`src/rtl/uart_pkg.sv`:
```
// Shared UART definitions: FSM state encoding, frame constants and baud divisor helper.
// Defining UART_TX_PARITY_EN adds the PARITY state (8E1 frames).
package uart_pkg;

    localparam int DATA_BITS = 8;
    localparam int STOP_BITS = 1;

`ifdef UART_TX_PARITY_EN
    typedef enum logic [2:0] {
        ST_IDLE   = 3'd0,
        ST_START  = 3'd1,
        ST_DATA   = 3'd2,
        ST_PARITY = 3'd3,
        ST_STOP   = 3'd4
    } state_t;
`else
    typedef enum logic [2:0] {
        ST_IDLE  = 3'd0,
        ST_START = 3'd1,
        ST_DATA  = 3'd2,
        ST_STOP  = 3'd4
    } state_t;
`endif

    // Clock cycles per bit, truncated; callers must keep the result >= 2.
    function automatic int calc_baud_div(input int clk_freq, input int baud_rate);
        return clk_freq / baud_rate;
    endfunction

endpackage

```
`src/rtl/uart_tx_baud.sv`:
```
// Bit-period timer: counts 0..BAUD_DIV-1 while enabled and flags the last cycle of each bit.
module uart_tx_baud #(
    parameter int BAUD_DIV = 5208
) (
    input  logic clk,
    input  logic rst_n,
    input  logic clr,
    input  logic en,
    output logic bit_tick
);

    localparam int CW = $clog2(BAUD_DIV);
    localparam logic [CW-1:0] LAST = CW'(BAUD_DIV - 1);

    logic [CW-1:0] r_cnt;

    always_ff @(posedge clk) begin
        if (!rst_n) begin
            r_cnt <= '0;
        end else if (clr) begin
            r_cnt <= '0;
        end else if (en) begin
            r_cnt <= (r_cnt == LAST) ? '0 : r_cnt + CW'(1);
        end
    end

    assign bit_tick = en && (r_cnt == LAST);

endmodule

```
`src/rtl/uart_tx.sv`:
```
// 8N1 UART transmitter (8E1 when UART_TX_PARITY_EN is defined); one byte per accepted request.
// Handshake: a request is accepted on the edge where tx_start=1 and tx_busy=0; tx_done pulses as busy falls.
module uart_tx
    import uart_pkg::*;
#(
    parameter int CLK_FREQ  = 50_000_000,
    parameter int BAUD_RATE = 9600
) (
    input  logic       clk,
    input  logic       rst_n,
    input  logic [7:0] tx_data,
    input  logic       tx_start,
    output logic       tx_busy,
    output logic       tx_done,
    output logic       rs232_tx,
    output logic [2:0] dbg_state
);

    localparam int BAUD_DIV = calc_baud_div(CLK_FREQ, BAUD_RATE);
    localparam logic [2:0] LAST_BIT  = 3'(DATA_BITS - 1);
    localparam logic [2:0] LAST_STOP = 3'(STOP_BITS - 1);

    state_t     r_state;
    logic [7:0] r_shift;
    logic [2:0] r_bit_cnt;
    logic       r_busy;
    logic       r_done;
    logic       r_tx;
`ifdef UART_TX_PARITY_EN
    logic       r_parity;
`endif

    logic w_accept;
    logic w_bit_tick;

    assign w_accept = tx_start & ~r_busy;

    uart_tx_baud #(
        .BAUD_DIV (BAUD_DIV)
    ) u_baud (
        .clk      (clk),
        .rst_n    (rst_n),
        .clr      (w_accept),
        .en       (r_busy),
        .bit_tick (w_bit_tick)
    );

    always_ff @(posedge clk) begin
        if (!rst_n) begin
            r_state   <= ST_IDLE;
            r_shift   <= '0;
            r_bit_cnt <= '0;
            r_busy    <= 1'b0;
            r_done    <= 1'b0;
            r_tx      <= 1'b1;
`ifdef UART_TX_PARITY_EN
            r_parity  <= 1'b0;
`endif
        end else begin
            r_done <= 1'b0;
            case (r_state)
                ST_IDLE: begin
                    if (w_accept) begin
                        r_state   <= ST_START;
                        r_shift   <= tx_data;
                        r_bit_cnt <= '0;
                        r_busy    <= 1'b1;
                        r_tx      <= 1'b0;
`ifdef UART_TX_PARITY_EN
                        r_parity  <= ^tx_data;
`endif
                    end
                end
                ST_START: begin
                    if (w_bit_tick) begin
                        r_state <= ST_DATA;
                        r_tx    <= r_shift[0];
                    end
                end
                ST_DATA: begin
                    if (w_bit_tick) begin
                        // Counter wraps back to 0 after the last data bit, ready for the stop phase.
                        r_bit_cnt <= r_bit_cnt + 3'd1;
                        r_shift   <= {1'b0, r_shift[7:1]};
                        if (r_bit_cnt == LAST_BIT) begin
`ifdef UART_TX_PARITY_EN
                            r_state <= ST_PARITY;
                            r_tx    <= r_parity;
`else
                            r_state <= ST_STOP;
                            r_tx    <= 1'b1;
`endif
                        end else begin
                            r_tx <= r_shift[1];
                        end
                    end
                end
`ifdef UART_TX_PARITY_EN
                ST_PARITY: begin
                    if (w_bit_tick) begin
                        r_state   <= ST_STOP;
                        r_bit_cnt <= '0;
                        r_tx      <= 1'b1;
                    end
                end
`endif
                ST_STOP: begin
                    if (w_bit_tick) begin
                        if (r_bit_cnt == LAST_STOP) begin
                            r_state <= ST_IDLE;
                            r_busy  <= 1'b0;
                            r_done  <= 1'b1;
                            r_tx    <= 1'b1;
                        end else begin
                            r_bit_cnt <= r_bit_cnt + 3'd1;
                        end
                    end
                end
                default: begin
                    r_state <= ST_IDLE;
                    r_busy  <= 1'b0;
                    r_tx    <= 1'b1;
                end
            endcase
        end
    end

    assign tx_busy   = r_busy;
    assign tx_done   = r_done;
    assign rs232_tx  = r_tx;
    assign dbg_state = r_state;

endmodule

```
`config.mk`:
```
export PLATFORM = sky130hd
export DESIGN_NAME = uart_tx
export DESIGN_NICKNAME = d
export VERILOG_FILES = /design/src/rtl/uart_pkg.sv /design/src/rtl/uart_tx_baud.sv /design/src/rtl/uart_tx.sv
export SDC_FILE = /design/constraint.sdc
export NUM_CORES = 1
export LEC_CHECK = 0
export BUFFER_PORTS_ARGS = -buffer_cell sky130_fd_sc_hd__buf_2
export CAP_MARGIN = 10
export CORE_AREA = 2 2 64 90
export DETAILED_ROUTE_END_ITERATION = 6
export DIE_AREA = 0 0 66 92
export SYNTH_ARGS = -nofsm -noshare
export SYNTH_HDL_FRONTEND = slang
export SYNTH_SLANG_ARGS = --single-unit
```
`constraint.sdc`:
```
create_clock -name clk -period 2.5 [get_ports clk]
set_clock_uncertainty 0.05 [all_clocks]
set_input_delay 0.5 -clock clk [delete_from_list [all_inputs] [get_ports clk]]
set_output_delay 0.5 -clock clk [all_outputs]
set_load 0.01 [all_outputs]
```
==> flow_summary.toml <==
[outcome]
status = "finished clean"

[placement]
place.gp.congestion = 0.7547
numPortBuffers = 16
dp.cells = 249
dp_hpwl_um = 2436

[sta]
relSlewSlack = 0.6548
tightest_slew_ns = 0.5171
rsz0062_at_grt = "no"
fin_crit_ns = 1.845
max_clock_freq_ghz = 0.5420
final.setup.tns_ns = 0
finalHoldViolations = 0
slew_violations = 0
setup_viol = 0
timing.final.crit_share = 0.7380

[logic_synthesis]
synth_compound_area_frac = 0.1501
yosysWarnings = 0
syn_inst = 171
synth-xor-area-share = 0.07465
synth_top_area_share = 0.3938
synth_top_area_cell = "dfxtp_1"
synth.top_cells.by_area = "dfxtp_1 39%, xor2_1 5.2%, nand2_1 4.9%"
yosys.area_share.simple = 0.2814
synth_async_sr_flop_share = 0
syn_area_sq_um = 1525
syn_avg_cell_area_sq_um = 8.919
ys_types = 39
synth_mux_area_frac = 0.02625
seq_area_frac_synth = 0.3938
synth_adder_area_share = 0.03281
synth_edf_count = 0
ys.flop_type = "dfxtp_1"
synth_top_family_by_area = "simple AND/OR/NAND/NOR gates"
syn_nets = 186
ys_ff_latch = 30

[pwr]
p_seq_frac = 0.465
powerDensity_nw_per_um2 = 628.7
internal_power_mw = 0.8364
net-switching-power_mw = 0.2797
power_frac_clock = 0.447
swShare = 0.2506
leakagePower_nw = 0.6747
p_comb_frac = 0.088
ir_worst_vdd_uv = 186.7

[cts]
clock_path_buffers = 2
cts_resized = 0
cts.sinks = 30
cts_tree = "built"
post-cts-setup-buffer-count = 0
clock-root-buffer = "clkbuf_8"
insertion_delay_ns = 0.29
hold_buffers = 0
htree_levels = 2
numCtsBuffers = 5
clk_pin_slew_ns = 0.08

[worst_setup_path]
rr_worst_depth = 5
crit_family = "simple AND/OR/NAND/NOR gates"
critPathKind = "reg2reg"
r2r_end = "u_baud.r_cnt[6]"
cp-startpoint = "u_baud.r_cnt[1]"
critical_path_depth = 5
crit_end = "u_baud.r_cnt[6]"
slowest_stage = "nand3_1"
crit_required_ns = 2.60
worstPathArrival_ns = 1.95
cp-start-kind = "flip-flop"
cp_cell_sequence = "ha_1, and3_1, nand4_4, nand3_1, nor2_1"
r2r-start = "u_baud.r_cnt[1]"
slowest_delay_ns = 0.43
cp-end-kind = "flip-flop"
critPathBufInv = 0
cp_max_fo = 13
rrSetupSlack_ns = 0.66

[layout]
multi_input_area_sq_um = 862.1
fill_cells = 574
num_antenna_cells = 0
seq_area_sq_um = 600.6
syn_to_final_growth_pct = 16.41
final_nets = 203
drive_above_1_share = 0.1852
stdcell_count = 257

[drt]
ant_nets = 0
viasPerCell = 4.977
routed_wl_um = 3356
wl_per_cell_um = 13.06
drcViolationCount = 0
dr_total_vias = 1279
drt-initial-drc-count = 69
dr.pass1.iters = 4

[floorplanning]
core_area_sq_um = 5365
design.die.area_sq_um = 6072
die_h_um = 92
ios = 17
num_rows = 32
die_x_um = 66
start_util = 0.2843

[grt]
grt_max_degree = 14
first_global_vias = 1255
grt_use_total = 0.1259
grt-ovfl-total = 0
antenna_found_initial = 0
grt_pass1_wl_um = 5885

[min_path]
min-delay-path-class = "in2reg"

[run]
cap_violations = 0
-- power by group through the flow --
stage | registers [mW] | logic [mW] | clock network, mW
floorplan | 0.524 | 0.0719 | 0
detailed placement | 0.529 | 0.0997 | 0
CTS | 0.518 | 0.101 | 0.507
global placement | 0.528 | 0.0991 | 0
global route | 0.523 | 0.111 | 0.528
finish | 0.519 | 0.0984 | 0.499
-- layout make-up --
cell class                 instances  area share
clock buffer                       5     0.03876
clock inverter                     3     0.02537
inverter                           7     0.01480
multi-input combinational        127      0.4856
sequential                        30      0.3383
tap                               68     0.04792
timing repair buffer              17     0.04933
-- cells in the final DEF (no fill, tap or decap), types with 2 or more instances in the layout --
cell type / netlist / routed
xnor2_1: 4 / 4
nand4_1: 5 / 5
nor2_1: 18 / 18
nand3_1: 12 / 12
ha_1: 4 / 4
and3_1: 3 / 3
mux2i_1: 4 / 4
a22oi_1: 7 / 7
buf_2: 5 / 16
nand2_1: 20 / 20
o21ai_0: 4 / 4
clkbuf_8: 0 / 5
a31oi_1: 8 / 8
dfxtp_1: 30 / 30
clkinvlp_4: 0 / 2
xor2_1: 9 / 9
and4_1: 4 / 4
inv_1: 6 / 6
a21oi_1: 4 / 4
nor3_1: 3 / 3
-- synthesized netlist by cell type (3+ instances only) --
cell type,count
nand2_1,20
o21ai_0,4
nor2_1,18
nand3_1,12
buf_2,5
ha_1,4
nand4_1,5
a31oi_1,8
inv_1,6
xnor2_1,4
and4_1,4
mux2i_1,4
a21oi_1,4
nor3_1,3
a22oi_1,7
and3_1,3
dfxtp_1,30
xor2_1,9
-- worst register-to-register path: cells and delay by family, from the launching register on --
kind,cells,cell delay [ns]
simple gates,4,1.12
fa+ha+maj,1,0.17
flops,1,0.37
-- state kept, by name (all words and copies together) (netlist names) --
name          cells
tx_busy           1
r_bit_cnt         3
r_shift           8
rs232_tx          1
tx_done           1
dbg_state         3
u_baud.r_cnt     13
-- metrics by stage --
stage	util	power (mW)	cell area, sq um	worst slack [ns]	hold WS [ns]
after floorplan	-	0.5962	1525	0.8518	0.4047
after CTS	0.3309	1.126	1775	0.6349	0.4010
after global routing	0.3309	1.162	1775	0.4615	0.4092
after detailed placement	0.3097	0.6287	1662	0.6682	0.4318
final	0.3309	1.116	1775	0.6551	0.4013
after global placement	0.3097	0.6275	1662	0.7125	0.4146
-- routing by layer --
metal  wire length [um]  share of wire  GRT usage  vias to the layer above
met3                125          0.037    0.03190                        6
met5                  0              0          0                        -
met2               1665           0.50     0.2062                       18
met1               1492           0.44     0.1490                      609
li1                   -              -          -                      646
met4                 74          0.022    0.06463                        0
-- worst min-delay path by stage --
stage / from / endpoint / slack [ns] / cells after the start
after floorplan: r_bit_cnt[1] / r_bit_cnt[1] / 0.40 / 2
after global placement: r_bit_cnt[1] / r_bit_cnt[1] / 0.41 / 2
after detailed placement: r_bit_cnt[1] / r_bit_cnt[1] / 0.43 / 2
after CTS: tx_data[4] / r_shift[4] / 0.40 / 3
after global routing: tx_data[0] / r_shift[0] / 0.41 / 3
final: tx_data[5] / r_shift[5] / 0.40 / 3
-- logic make-up (layout without fill, tap and decap cells) --
| kind of cell | Yosys count | in the layout |
|---|---|---|
| AO/OA/AOI/OAI | 31 | 31 |
| XOR/XNOR | 13 | 13 |
| buffers and inverters | 14 | 32 |
| multiplexers | 4 | 4 |
| AND/OR/NAND/NOR | 75 | 75 |
| flip-flops | 30 | 30 |
| adder cells (fa/ha/maj) | 4 | 4 |
Note: power is estimated with default switching activity, not from simulation.
